## src/rtl/fir_out_buffer.sv

```systemverilog
// Output stage of the FIR filter: scales, rounds and saturates each accumulator
// result to 8 bits, then buffers the samples in a show-ahead FIFO for downstream.
module fir_out_buffer #(
    parameter int DEPTH = 4,
    parameter int SHIFT = 7,
    parameter int ROUND = 1
) (
    input  logic        clk,
    input  logic        reset,
    input  logic [15:0] acc_in,
    input  logic        acc_strobe,
    input  logic        clr_ovf,
    input  logic        out_ready,
    output logic [7:0]  out_data,
    output logic        out_valid,
    output logic [4:0]  level,
    output logic        overflow,
    output logic        sat_seen
);

    localparam int          PW      = $clog2(DEPTH);
    localparam logic [4:0]  DEPTH_L = 5'(DEPTH);
    localparam logic [16:0] RND     = (ROUND != 0) ? (17'd1 << (SHIFT - 1)) : 17'd0;

    logic [15:0]   accData_q;
    logic          s1Valid_q;
    logic [7:0]    s2Data_q;
    logic          s2Valid_q;

    logic [16:0]   roundSum;
    logic [16:0]   scaledWide;
    logic          clip;
    logic [7:0]    scaled;

    logic [7:0]    mem_q [DEPTH];
    logic [PW-1:0] wrPtr_q;
    logic [PW-1:0] rdPtr_q;
    logic [4:0]    level_q;
    logic [4:0]    level_d;
    logic [7:0]    lastData_q;
    logic          ovf_q;
    logic          ovf_d;
    logic          sat_q;
    logic          sat_d;

    logic          full;
    logic          pop;
    logic          doPush;
    logic          drop;

    // 17-bit sum so the rounding offset can never wrap a large accumulator value
    always_comb begin
        roundSum   = {1'b0, accData_q} + RND;
        scaledWide = roundSum >> SHIFT;
        clip       = (scaledWide > 17'd255);
        scaled     = clip ? 8'hFF : scaledWide[7:0];
    end

    always_comb begin
        full    = (level_q == DEPTH_L);
        pop     = (level_q != 5'd0) && out_ready;
        doPush  = s2Valid_q && (!full || pop);
        drop    = s2Valid_q && full && !pop;
        level_d = level_q;
        if (doPush && !pop) begin
            level_d = level_q + 5'd1;
        end else if (!doPush && pop) begin
            level_d = level_q - 5'd1;
        end
        // A set event in the same cycle as a clear leaves the flag set
        ovf_d = drop || (ovf_q && !clr_ovf);
        sat_d = (s1Valid_q && clip) || (sat_q && !clr_ovf);
    end

    always_ff @(posedge clk or negedge reset) begin
        if (!reset) begin
            accData_q  <= '0;
            s1Valid_q  <= 1'b0;
            s2Data_q   <= '0;
            s2Valid_q  <= 1'b0;
            wrPtr_q    <= '0;
            rdPtr_q    <= '0;
            level_q    <= '0;
            lastData_q <= '0;
            ovf_q      <= 1'b0;
            sat_q      <= 1'b0;
        end else begin
            if (acc_strobe) begin
                accData_q <= acc_in;
            end
            s1Valid_q <= acc_strobe;
            s2Valid_q <= s1Valid_q;
            if (s1Valid_q) begin
                s2Data_q <= scaled;
            end
            if (doPush) begin
                wrPtr_q <= wrPtr_q + PW'(1);
            end
            if (pop) begin
                rdPtr_q    <= rdPtr_q + PW'(1);
                lastData_q <= mem_q[rdPtr_q];
            end
            level_q <= level_d;
            ovf_q   <= ovf_d;
            sat_q   <= sat_d;
        end
    end

    // Storage is not reset; the exact level count guards every read
    always_ff @(posedge clk) begin
        if (doPush) begin
            mem_q[wrPtr_q] <= s2Data_q;
        end
    end

    // When empty, out_data keeps showing the last sample that was popped
    assign out_valid = (level_q != 5'd0);
    assign out_data  = out_valid ? mem_q[rdPtr_q] : lastData_q;
    assign level     = level_q;
    assign overflow  = ovf_q;
    assign sat_seen  = sat_q;

endmodule

```

## config.mk

```make
export PLATFORM = sky130hd
export DESIGN_NAME = fir_out_buffer
export DESIGN_NICKNAME = d
export VERILOG_FILES = /design/src/rtl/fir_out_buffer.sv
export SDC_FILE = /design/constraint.sdc
export NUM_CORES = 1
export LEC_CHECK = 0
export ABC_CLOCK_PERIOD_IN_PS = 6400
export CORE_MARGIN = 3
export CORE_UTILIZATION = 30
export DETAILED_ROUTE_END_ITERATION = 7
export GPL_ROUTABILITY_DRIVEN = 0
export GPL_TIMING_DRIVEN = 0
export PLACE_DENSITY = 0.48
export SETUP_SLACK_MARGIN = 0.05
export SYNTH_ARGS = -nofsm -noshare
export SYNTH_HDL_FRONTEND = slang
export SYNTH_SLANG_ARGS = --single-unit
```

## constraint.sdc

```tcl
create_clock -name clk -period 6.4 [get_ports clk]
set_clock_uncertainty 0.2 [all_clocks]
set_input_delay 1.92 -clock clk [delete_from_list [all_inputs] [get_ports clk]]
set_output_delay 1.92 -clock clk [all_outputs]
set_load 0.01 [all_outputs]
```

* Word-level counts from Yosys, hierarchy flattened
Memory sizes are Yosys's and may differ from the RTL's. Cells that the tools add are included.
Storage, ports and cells: latch bits 0, RAM bits 32, memories kept 1, logic and storage cells 42, bits in read-only memories 0, bits of input ports 21, register bits after elaboration 45
Cells by class: shifts and indexed selects 0, multiply operators 0, div/mod/pow operators 0, $lt $le $gt $ge 1, reduce and logical (&&, ||, !) cells 18, bitwise gates (word level) 0, mux-type cells 6, add/sub/neg operators 5, eq/ne operators 1
Memories:
- mem_q | depth 4, width 8, rd ports 1, clocked after Yosys merged registers in 0, write ports 1, RTL line 35 | logic [7:0] mem_q [DEPTH];
Operators by type and width (number):
- $add A16 B7 Y17 const B | 1
- $mux W8 | 2
- $gt A10 B8 Y1 const B | 1
- $mux W5 | 2
- $logic_and A1 B1 Y1 | 9
- $add A5 B1 Y5 const B | 1
- $eq A5 B3 Y1 const B | 1
- $reduce_bool A5 Y1 | 1
- $sub A5 B1 Y5 const B | 1
- $add A2 B1 Y2 const B | 2
- $logic_not A1 Y1 | 4
- $logic_or A1 B1 Y1 | 3
- $mux W1 | 2
- $reduce_bool A2 Y1 | 1

* Longest topological paths before layout
depth in word-level cells 8, gate-level depth with buffers 10, mapped depth without buffers 10

* Least setup slack after synthesis
Ideal clock, no wire load.
kind input port to flip-flop, start input out_ready, end register level_q[4] (netlist: level[4]), slack 2.407 ns, stages 8, arrival 3.657 ns, path through nand3b_1 -> and2_4 -> ha_1 -> inv_1 -> ha_1 -> a21o_1 -> a2111oi_0 -> o31ai_1
Between the ends: word-level cells in the longest chain between the ends 6
Ends and longest elaborated chain:
- start, declared | RTL line 13 | input logic out_ready,
- $logic_and A1 B1 Y1 * | RTL line 61 | pop = (level_q != 5'd0) && out_ready;
- $logic_or A1 B1 Y1 * | RTL line 62 | doPush = s2Valid_q && (!full || pop);
- $logic_and A1 B1 Y1 * | RTL line 62
- via doPush | RTL line 48 | logic doPush;
- $logic_not A1 Y1 | RTL line 67 | end else if (!doPush && pop) begin
- $logic_and A1 B1 Y1 | RTL line 67
- $reduce_bool A2 Y1 (no source line)
- end signal, assigned | RTL line 103 | level_q <= level_d;
- end, declared | RTL line 38 | logic [4:0] level_q;
The timed path passes the listed nets; every way through them passes the cells marked *. A chain may end at the register's enable or synchronous reset.

* Worst setup path after layout
Same ends and word-level chain as after synthesis.

==> metrics.md <==
| Metric | Value |
|---|---|
| Max IR drop VDD | approximately 0.00014 V |
| Fill count | 994 |
| Max-slew violation count | 0 |
| Vias in the first global route | between 1,500 and 2,000 |
| Mapped cell area | 0.00315 sq mm |
| R2R setup slack | 3190 ps |
| Clock root cell | clkbuf_8 |
| Outcome | finished clean |
| Placed Cells | 380 |
| Setup_tns | 0 ps |
| Cts bufs inserted | 9 |
| Drt drc | 0 |
| Die Span Y | 108 um |
| CP required | approximately 6400 ps |
| Reg2reg start | level[0] |
| Tmin final | 4450 ps |
| Pin count of the biggest net entering global routing | 28 |
| Initial antenna violation count | 0 |
| Hold Path End | lastData_q[2] |
| CTS tree | built |
| DP HPWL | 3910 um |
| Crit-path slowest cell | clkdlybuf4s50_1 |
| FF-to-FF End | level[4] |
| Worst Tran Pin Value | 579 ps |
| Share of cells above drive strength 1 | 22.8% |
| Layout Cells excl Fill | around 400 |
| Unique masters post-synth | 39 |
| Initial drt markers | 96 |
| CP Launch Type | primary input |
| Area grow syn2layout | 21.0% |
| Internal | between 1 and 1.5 mW |
| CP dominant cell by count | ha_1 |
| Multi-input gate area | 0.00114 sq mm |
| Top FF cell, synth | dfrtp_1 |
| CP cell instances | clkdlybuf4s50_1 > nand3b_1 > and2_4 > ha_1 > inv_1 > ha_1 > a21o_1 > a2111oi_0 > o31ai_1 |
| First-pass GRT wire length | ~9300 um |
| Overall power | 1.56 mW |
| Flops & latches, synth | 71 |
| Flop pwr share | 42.8% |
| Avg WL per Cell | ~14 um |
| Clk slew on worst S/H paths | 70 ps |
| LEAKAGE | about 1.4 nW |
| Cell family with most CP delay | compound AO/OA/AOI/OAI gates |
| Core outline area | 0.0100 sq mm |
| Fmax | 225 MHz |
| Pre-antenna DRT Iters | 4 |
| CP Data Arrival Time | 4450 ps |
| Postcts setup bufs | 0 |
| Skew-Pair Late Insertion Delay | 330 ps |
| Comb power frac | 35.9% |
| Hold Buf Count CTS | 0 |
| CTS resizes | 0 |
| Power Density | roughly 410 mW/mm^2 |
| Congestion Overflow GR | 0 |
| Sequential share of the synthesized area | 61.5% |
| Row Count | 36 |
| Yosys warning count | 0 |
| Gr usage total | between 10% and 20% |
| FFs w/ async S/R, synth | between 50% and 60% |
| Max cap viols | 0 |
| Sw frac | 29.9% |
| Mapped Cells | roughly 220 |
| Maximum fanout along the worst path | 6 |
| Max incr delay on CP | 460 ps |
| Die W | 108 um |
| Die area | roughly 0.012 sq mm |
| NetSw | 0.466 mW |
| Final setup fails | 0 |
| # H-tree levels | 3 |
| Vias | roughly 1,800 |
| Clock Tree Buf Depth | 2 |
| Post-Route WL | 5550 um |
| Port Buffers | 30 |
| Final period util | 69.5% |
| Post-synth EDFFs | 32 |
| Clock power frac | 21.3% |
| Worst R2R Path Depth | 9 |
| Net Count, Synth | 247 |
| Syn Area/Cell | 14.6 sq um |
| Inserted Diodes | 0 |
| Starting Density | 31.5% |
| Worst relative slew slack | about three fifths |
| Critical path capture point type | flip-flop |
| Nets@finish | 289 |
| Fin. Hold Viols | 0 |
| WP buf/inv | 2 |
| Worst hold path depth | 1 |
| I/O pin cnt | 37 |
| Seq. cell area | 0.00194 sq mm |
| RSZ-0062 raised after global routing | no |
| Post-DRT Antenna Nets | 0 |
| Post-DR vias/cell | ~4.6 |
| Worst min path class | reg -> reg |
| CTS Sinks | 71 |
| Worst Hold Margin | 302 ps |
| Crit Path Category | in -> reg |
| Hold Startpoint | lastData_q[2] |
-- worst max path at each step --
stage                          end  depth (start not counted)       from  slack [ps]
after floorplan           level[4]                          8  out_ready        2410
after global placement    level[4]                          9  out_ready        1540
after detailed placement  level[4]                          9  out_ready        1550
after CTS                 level[4]                          9  out_ready        1910
after global routing      level[4]                          9  out_ready        1730
final                     level[4]                          9  out_ready        1950
-- Yosys cell counts (all sizes together), types with 2 or more instances --
cell	count	share of area, %
mux2	28	10
nor3	9	1.4
nand3	4	1.0
buf	3	0.68
o22ai	2	0.40
edfxtp	32	31
mux4	8	5.7
o21ai	8	1.3
ha	9	3.6
mux2i	3	0.95
xnor2	8	2.2
and3	4	0.79
a31oi	3	0.60
o211ai	2	0.64
a21o	2	0.48
a21oi	3	0.48
dfrtp	39	31
inv	9	1.1
nor2	5	0.60
and2	2	0.48
clkbuf	4	0.48
nand2b	2	0.40
nand2	17	2.1
-- per-layer routing --
layer,global-route usage (%),up-vias,routed length (um)
li1,-,882,-
met1,14.1,875,2660
met2,15.6,41,2570
met3,4.12,6,270
met4,3.52,0,58
met5,0,-,0
-- flip-flops by register name, indices dropped and copies added, names as in the netlist, 2 cells and up --
| register | count |
|---|---|
| level | 5 |
| mem_q | 32 |
| wrPtr_q | 2 |
| s2Data_q | 8 |
| rdPtr_q | 2 |
| lastData_q | 8 |
| accData_q | 10 |
-- layout by cell type (no fill, tap or decap), drive strengths merged --
cell	synthesis	layout
a31oi	3	3
mux2i	3	3
nor4	1	1
buf	3	5
xnor2	8	8
o21ai	8	8
mux2	28	28
a21bo	1	1
nand2	17	17
o21a	1	1
xor2	1	1
clkbuf	4	15
a21oi	3	3
inv	9	9
nand3	4	4
and2	2	2
and3	4	4
nor3	9	9
nand2b	2	2
nor2	5	5
a2111oi	1	1
ha	9	9
or4	1	1
nand3b	1	1
clkdlybuf4s50	0	29
clkinv	0	4
a21o	2	2
o31ai	1	1
dfrtp	39	39
nand4	1	1
o211ai	2	2
o22ai	2	2
mux4	8	8
edfxtp	32	32
bufinv	0	1
fa	1	1
-- area by class of cell --
class | count | share of cell area (%)
Buffer | 7 | 0.952
Clock buffer | 11 | 3.45
Clock inverter | 5 | 1.28
Inverter | 9 | 0.886
Multi-Input combinational cell | 129 | 30.0
Sequential cell | 71 | 50.8
Tap cell | 133 | 4.37
Timing Repair Buffer | 31 | 8.27
-- stage by stage --
stage | util, % | cell area, sq um | worst slack [ps]
3_5_place_dp | 36.3 | 3630 | 1550
3_3_place_gp | 36.2 | 3620 | 1540
4_1_cts | 38.1 | 3810 | 1910
6_report | 38.1 | 3810 | 1950
5_1_grt | 38.1 | 3810 | 1730
2_1_floorplan | - | 3150 | 2410
-- cells by family (layout without fill, tap and decap cells) --
family | after synthesis | after routing | share of synthesized area (%)
mux | 39 | 39 | 16.8
simple gates | 47 | 47 | 7.83
compound gates | 24 | 24 | 4.93
fa+ha+maj | 10 | 10 | 4.21
xor+xnor | 9 | 9 | 2.50
buf+inv | 16 | 63 | 2.22
flops | 71 | 71 | 61.5
-- power by group through the flow --
stage	Sequential (mW)	Combinational, mW	Clock [mW]
6_report	0.667	0.560	0.332
5_1_grt	0.683	0.622	0.372
4_1_cts	0.669	0.574	0.351
3_5_place_dp	0.678	0.572	0
3_3_place_gp	0.675	0.565	0
2_1_floorplan	0.667	0.363	0
Note: power is estimated with default switching activity, not from simulation.
